--- config.mk ---
export PLATFORM = sky130hd
export DESIGN_NAME = pipeline_hazard_sequencer
export DESIGN_NICKNAME = d
export VERILOG_FILES = /design/src/rtl/pipeline_hazard_sequencer.sv
export SDC_FILE = /design/constraint.sdc
export NUM_CORES = 1
export LEC_CHECK = 0
export CORE_MARGIN = 10
export CORE_UTILIZATION = 33
export CTS_CLUSTER_SIZE = 16
export DETAILED_ROUTE_END_ITERATION = 7
export PLACE_DENSITY = 0.82
export SETUP_SLACK_MARGIN = 0.1
export SYNTH_ARGS = -nofsm -noshare
export SYNTH_HDL_FRONTEND = slang
export SYNTH_SLANG_ARGS = --single-unit
--- constraint.sdc ---
create_clock -name clk -period 2.8 [get_ports clk]
set_clock_uncertainty 0.15 [all_clocks]
set_input_delay 0.28 -clock clk [delete_from_list [all_inputs] [get_ports clk]]
set_output_delay 0.28 -clock clk [all_outputs]
set_load 0.05 [all_outputs]
--- src/rtl/pipeline_hazard_sequencer.sv ---
// Stall/flush sequencer for the 5-stage core: merges hazard, multi-cycle EX, memory-wait and redirect events.
// Optional stall-cycle performance counters are built when STALL_PERF_CNT_EN is defined.
module pipeline_hazard_sequencer #(
    parameter int MC_LAT           = 4,
    parameter int REDIRECT_BUBBLES = 1,
    parameter int CNT_W            = 32
) (
    input  logic             clk,
    input  logic             reset,
    input  logic             hazard_stall_ip,
    input  logic             mc_start_ip,
    input  logic             dmem_req_ip,
    input  logic             dmem_ready_ip,
    input  logic             redirect_ip,
    output logic             IF_en_op,
    output logic             ID_en_op,
    output logic             EX_en_op,
    output logic             LSU_en_op,
    output logic             WB_en_op,
    output logic             ID_flush_op,
    output logic             EX_bubble_op,
    output logic             LSU_bubble_op,
    output logic             stall_op,
    output logic [1:0]       state_op,
    output logic [CNT_W-1:0] hz_cnt_op,
    output logic [CNT_W-1:0] mc_cnt_op,
    output logic [CNT_W-1:0] mem_cnt_op,
    output logic [CNT_W-1:0] fl_cnt_op
);

    typedef enum logic [1:0] {
        RUN      = 2'd0,
        MC_WAIT  = 2'd1,
        MEM_WAIT = 2'd2,
        FLUSH    = 2'd3
    } state_t;

    state_t     state_q, state_d, ret_q, ret_d, eff;
    logic [3:0] mc_cnt_q, mc_cnt_d;
    logic [2:0] fl_cnt_q, fl_cnt_d;
    logic       freeze, mc_frz, hz_frz, id_flush, ex_bub;
    logic [4:0] en;

    always_ff @(posedge clk) begin
        if (reset) begin
            state_q  <= RUN;
            ret_q    <= RUN;
            mc_cnt_q <= '0;
            fl_cnt_q <= '0;
        end else begin
            state_q  <= state_d;
            ret_q    <= ret_d;
            mc_cnt_q <= mc_cnt_d;
            fl_cnt_q <= fl_cnt_d;
        end
    end

    // On the memory release cycle the rules of the interrupted state are replayed.
    always_comb begin
        state_d  = state_q;
        ret_d    = ret_q;
        mc_cnt_d = mc_cnt_q;
        fl_cnt_d = fl_cnt_q;
        freeze   = 1'b0;
        mc_frz   = 1'b0;
        hz_frz   = 1'b0;
        id_flush = 1'b0;
        ex_bub   = 1'b0;
        eff      = (state_q == MEM_WAIT) ? ret_q : state_q;
        if ((state_q == MEM_WAIT && !dmem_ready_ip) || (dmem_req_ip && !dmem_ready_ip)) begin
            freeze  = 1'b1;
            state_d = MEM_WAIT;
            if (state_q != MEM_WAIT) ret_d = state_q;
        end else begin
            state_d = eff;
            case (eff)
                RUN: begin
                    if (redirect_ip) begin
                        id_flush = 1'b1;
                        ex_bub   = 1'b1;
                        if (REDIRECT_BUBBLES > 0) begin
                            fl_cnt_d = 3'd1;
                            state_d  = FLUSH;
                        end
                    end else if (mc_start_ip) begin
                        mc_frz   = 1'b1;
                        mc_cnt_d = 4'd1;
                        state_d  = MC_WAIT;
                    end else if (hazard_stall_ip) begin
                        hz_frz = 1'b1;
                    end
                end
                MC_WAIT: begin
                    if (mc_cnt_q == 4'(MC_LAT - 1)) begin
                        mc_cnt_d = '0;
                        state_d  = RUN;
                    end else begin
                        mc_frz   = 1'b1;
                        mc_cnt_d = mc_cnt_q + 4'd1;
                    end
                end
                FLUSH: begin
                    id_flush = 1'b1;
                    fl_cnt_d = fl_cnt_q + 3'd1;
                    if (fl_cnt_q == 3'(REDIRECT_BUBBLES)) state_d = RUN;
                end
                default: state_d = RUN;
            endcase
        end
    end

    // Enable vector order: IF, ID, EX, LSU, WB.
    always_comb begin
        en = 5'b11111;
        if (reset || freeze) en = 5'b00000;
        else if (mc_frz)     en = 5'b00011;
        else if (hz_frz)     en = 5'b00111;
    end

    assign {IF_en_op, ID_en_op, EX_en_op, LSU_en_op, WB_en_op} = en;
    assign ID_flush_op   = !reset && id_flush;
    assign EX_bubble_op  = !reset && (ex_bub || hz_frz);
    assign LSU_bubble_op = !reset && mc_frz;
    assign stall_op      = !reset && !en[4];
    assign state_op      = reset ? 2'd0 : state_q;

`ifdef STALL_PERF_CNT_EN
    logic [CNT_W-1:0] hz_q, mc_q, mem_q, fl_q;

    always_ff @(posedge clk) begin
        if (reset) begin
            hz_q  <= '0;
            mc_q  <= '0;
            mem_q <= '0;
            fl_q  <= '0;
        end else begin
            if (hz_frz && !(&hz_q))    hz_q  <= hz_q + 1'b1;
            if (mc_frz && !(&mc_q))    mc_q  <= mc_q + 1'b1;
            if (freeze && !(&mem_q))   mem_q <= mem_q + 1'b1;
            if (id_flush && !(&fl_q))  fl_q  <= fl_q + 1'b1;
        end
    end

    assign hz_cnt_op  = hz_q;
    assign mc_cnt_op  = mc_q;
    assign mem_cnt_op = mem_q;
    assign fl_cnt_op  = fl_q;
`else
    assign hz_cnt_op  = '0;
    assign mc_cnt_op  = '0;
    assign mem_cnt_op = '0;
    assign fl_cnt_op  = '0;
`endif

endmodule

==> out/metrics.csv <==
stage,metric,value,unit
run_status,outcome,finished clean,
worst_setup_path,Startpoint Class,flop,
sta,Max Freq,382,MHz
detailed_routing,Initial DRT Pass Iterations,4,
synthesis,Synth Flop Type,dfxtp_1,
sta,Slew headroom,62.1,%
floorplan,die area,0.00857,mm²
sta,setup TNS,0,ns
cts,clk root buf,clkbuf_8,
synthesis,number of synthesized register bits,11,
worst_setup_path,R2R cell count,7,
floorplan,Initial Util,34.1,%
layout,# nets final,259,
grt,first-pass GRT wire length,5640,µm
synthesis,Cells after Synth,225,
worst_setup_path,Critical Path AT,2.19,ns
layout,share of cells above drive strength 1,9.84,%
power_and_ir_drop,Clk pwr share,15.5,%
sta,Fin. Hold Viols,0,
grt,GRT Overall Usage,7.66,%
floorplan,Ports,146,
sta,crit path time final,2.62,ns
cts,Post-CTS Hold Buffers,0,
grt,vias in the first global route,1186,
worst_setup_path,crit-path cells,o21a_1 > inv_2 > ha_2 > inv_1 > or4b_4 > and3_1 > buf_4,
detailed_routing,Final ANT Viol Nets,0,
worst_setup_path,Critical R2R Launch,state_q[1],
hold_path,hold depth,2,
floorplan,row count,26,
power_and_ir_drop,switching part of the total,61.9,%
layout,most frequent cells in the layout,"128 x conb_1, 10 x dfxtp_1, 10 x buf_4, 9 x a21oi_1",
worst_setup_path,crit-path max cell delay,0.56,ns
detailed_routing,Total Wirelength,3650,µm
floorplan,Die W,92.6,µm
synthesis,number of synthesized flops with an enable pin,0,
place,Buffers on Ports,17,
worst_setup_path,reg2reg end,fl_cnt_q[2],
power_and_ir_drop,combinational share of power,66.1,%
detailed_routing,First DRT Iteration DRCs,42,
power_and_ir_drop,power per cell area,635,mW/mm²
power_and_ir_drop,Worst IR Drop VDD,237,µV
cts,TritonCTS clock tree,yes,
sta,Final Slew Violations,0,
worst_setup_path,Setup CP Type,flop to output pin,
hold_path,Worst Hold Class,flop to flop,
layout,ant diodes,0,
cts,"Reg clk slew, reported paths",0.05,ns
floorplan,DIE HEIGHT,92.6,µm
hold_path,Hold EP,ret_q[0],
worst_setup_path,worst path required time,2.37,ns
worst_setup_path,crit path launch,state_q[0],
place,HPWL Detailed,3240,µm
synthesis,Unique masters post-synth,33,
cts,CTS Buffer Depth,2,
cts,H-tree Lvls,1,
sta,final setup fails,0,
synthesis,share of flip-flops with an asynchronous set or reset,0,%
floorplan,core area,0.00511,mm²
cts,CTS Buf Count,3,
sta,fin crit share,93.5,%
synthesis,"Cell Area, Synth",0.00174,mm²
grt,total gr overflow,0,
hold_path,hold_sp,ret_q[0],
synthesis,synthesized area per cell,7.73,µm²
grt,largest net degree at the start of global routing,16,
power_and_ir_drop,internal power,387,µW
synthesis,Syn. warnings,0,
detailed_routing,total number of vias,1085,
worst_setup_path,slowest CP cell,or4b_4,
place,routability-driven placement congestion ratio,0.799,
power_and_ir_drop,sequential group share of total power,18.4,%
worst_setup_path,R2R setup slack,0.68,ns
power_and_ir_drop,Sw Pwr,629,µW
grt,initial antenna violation count,0,
power_and_ir_drop,total power,1.02,mW
run,Max-Cap Viols,0,
sta,Slew @ Worst Pin,0.563,ns
cts,CTS sink count,11,
layout,area grow syn2layout,-7.91,%
power_and_ir_drop,Leak,0.858,nW
sta,RSZ-0062 raised after global routing,false,
worst_setup_path,Crit Path Max Fanout,6,
worst_setup_path,Critical Path Sink Type,output pin,
detailed_routing,Via density,3.46,
synthesis,sequential area share after synthesis,12.7,%
cts,clk_lat worst skew,0.23,ns
detailed_routing,wire length per cell,11.6,µm
detailed_routing,drt drc,0,
layout,"most common cell after layout, fill and taps aside",conb_1,
## power groups by stage
stage	registers, mW	clock network (mW)	logic (mW)
floorplan	0.185	0	0.705
global placement	0.187	0	0.647
detailed placement	0.189	0	0.652
CTS	0.186	0.163	0.656
global route	0.189	0.175	0.708
finish	0.187	0.158	0.672
## how the worst max path moves through the flow
stage | cells after the start | slack (ns) | end
floorplan | 7 | 0.07 | IF_en_op
global placement | 7 | 0.26 | stall_op
detailed placement | 7 | 0.18 | IF_en_op
CTS | 7 | 0.17 | IF_en_op
global route | 7 | 0.10 | IF_en_op
finish | 7 | 0.18 | IF_en_op
## per-stage QoR
stage | std cells | hold WS (ns) | setup WS [ns] | instance area (µm²) | utilization [%]
floorplan | 352 | 0.202 | 0.0744 | 2230 | -
global placement | 309 | 0.312 | 0.257 | 1530 | 30.0
detailed placement | 309 | 0.322 | 0.184 | 1530 | 30.0
CTS | 313 | 0.333 | 0.172 | 1580 | 31.0
global route | 314 | 0.363 | 0.105 | 1600 | 31.4
finish | 314 | 0.337 | 0.183 | 1600 | 31.4
## cell type report
| cell class | instances | area, µm² |
|---|---|---|
| clock buffers | 4 | 45.0 |
| flip-flops and latches | 11 | 221 |
| well taps | 70 | 87.6 |
| inverters | 7 | 26.3 |
| multi-input cells | 202 | 1010 |
| fillers | 564 | 3510 |
| repair buffers | 20 | 215 |
## sequential cells by signal, summed over array words and instances (netlist names)
| signal | cells |
|---|---|
| state_q | 2 |
| mc_cnt_q | 4 |
| fl_cnt_q | 3 |
| ret_q | 2 |
## synthesized netlist by cell type (2+ instances only)
| library cell | number | area share [%] |
|---|---|---|
| nand2b_1 | 5 | 1.8 |
| ha_1 | 7 | 5.0 |
| a21boi_0 | 2 | 0.86 |
| o21bai_1 | 3 | 1.3 |
| nor2_1 | 6 | 1.3 |
| or4_1 | 2 | 0.86 |
| dfxtp_1 | 11 | 13 |
| nor3_1 | 3 | 0.86 |
| nand3b_1 | 2 | 0.86 |
| nand2_1 | 4 | 0.86 |
| buf_4 | 130 | 56 |
| inv_1 | 7 | 1.5 |
| nand3_1 | 3 | 0.86 |
| o31ai_1 | 2 | 0.86 |
| a21o_1 | 2 | 0.86 |
| o21ai_0 | 6 | 1.7 |
| a311oi_1 | 2 | 1.0 |
| nor2b_1 | 4 | 1.4 |
| a21oi_1 | 10 | 2.9 |
## routing by layer
metal / GRT usage (%) / vias to the layer above / share of wire (%)
li1: - / 511 / -
met1: 6.73 / 489 / 31
met2: 14.5 / 79 / 54
met3: 4.60 / 6 / 14
met4: 1.80 / 0 / 0.99
met5: 0 / - / 0
## cell families (layout without fill, tap and decap cells)
group / after synthesis / in the layout / share of synthesized area [%]
other cells: 1 / 128 / 0.216
buf+inv: 139 / 31 / 58.5
compound gates: 33 / 33 / 12.5
flops: 11 / 11 / 12.7
simple gates: 33 / 33 / 10.5
mux: 1 / 1 / 0.576
fa+ha+maj: 7 / 7 / 5.04
## worst max-delay path, delay by kind of cell (launching register included)
| family | cells | cell delay [ns] |
|---|---|---|
| flip-flops | 1 | 0.34 |
| AND/OR/NAND/NOR | 2 | 0.80 |
| adder cells (fa/ha/maj) | 1 | 0.20 |
| buffers and inverters | 3 | 0.39 |
| AO/OA/AOI/OAI | 1 | 0.23 |
## timing repair
item                       in CTS  in global routing
resized for setup               3                  3
pin swaps                       0                  2
gates cloned                    0                  0
buffers inserted                0                  1
setup endpoints to repair       4                  4
Power figures use the tool's default switching activity.
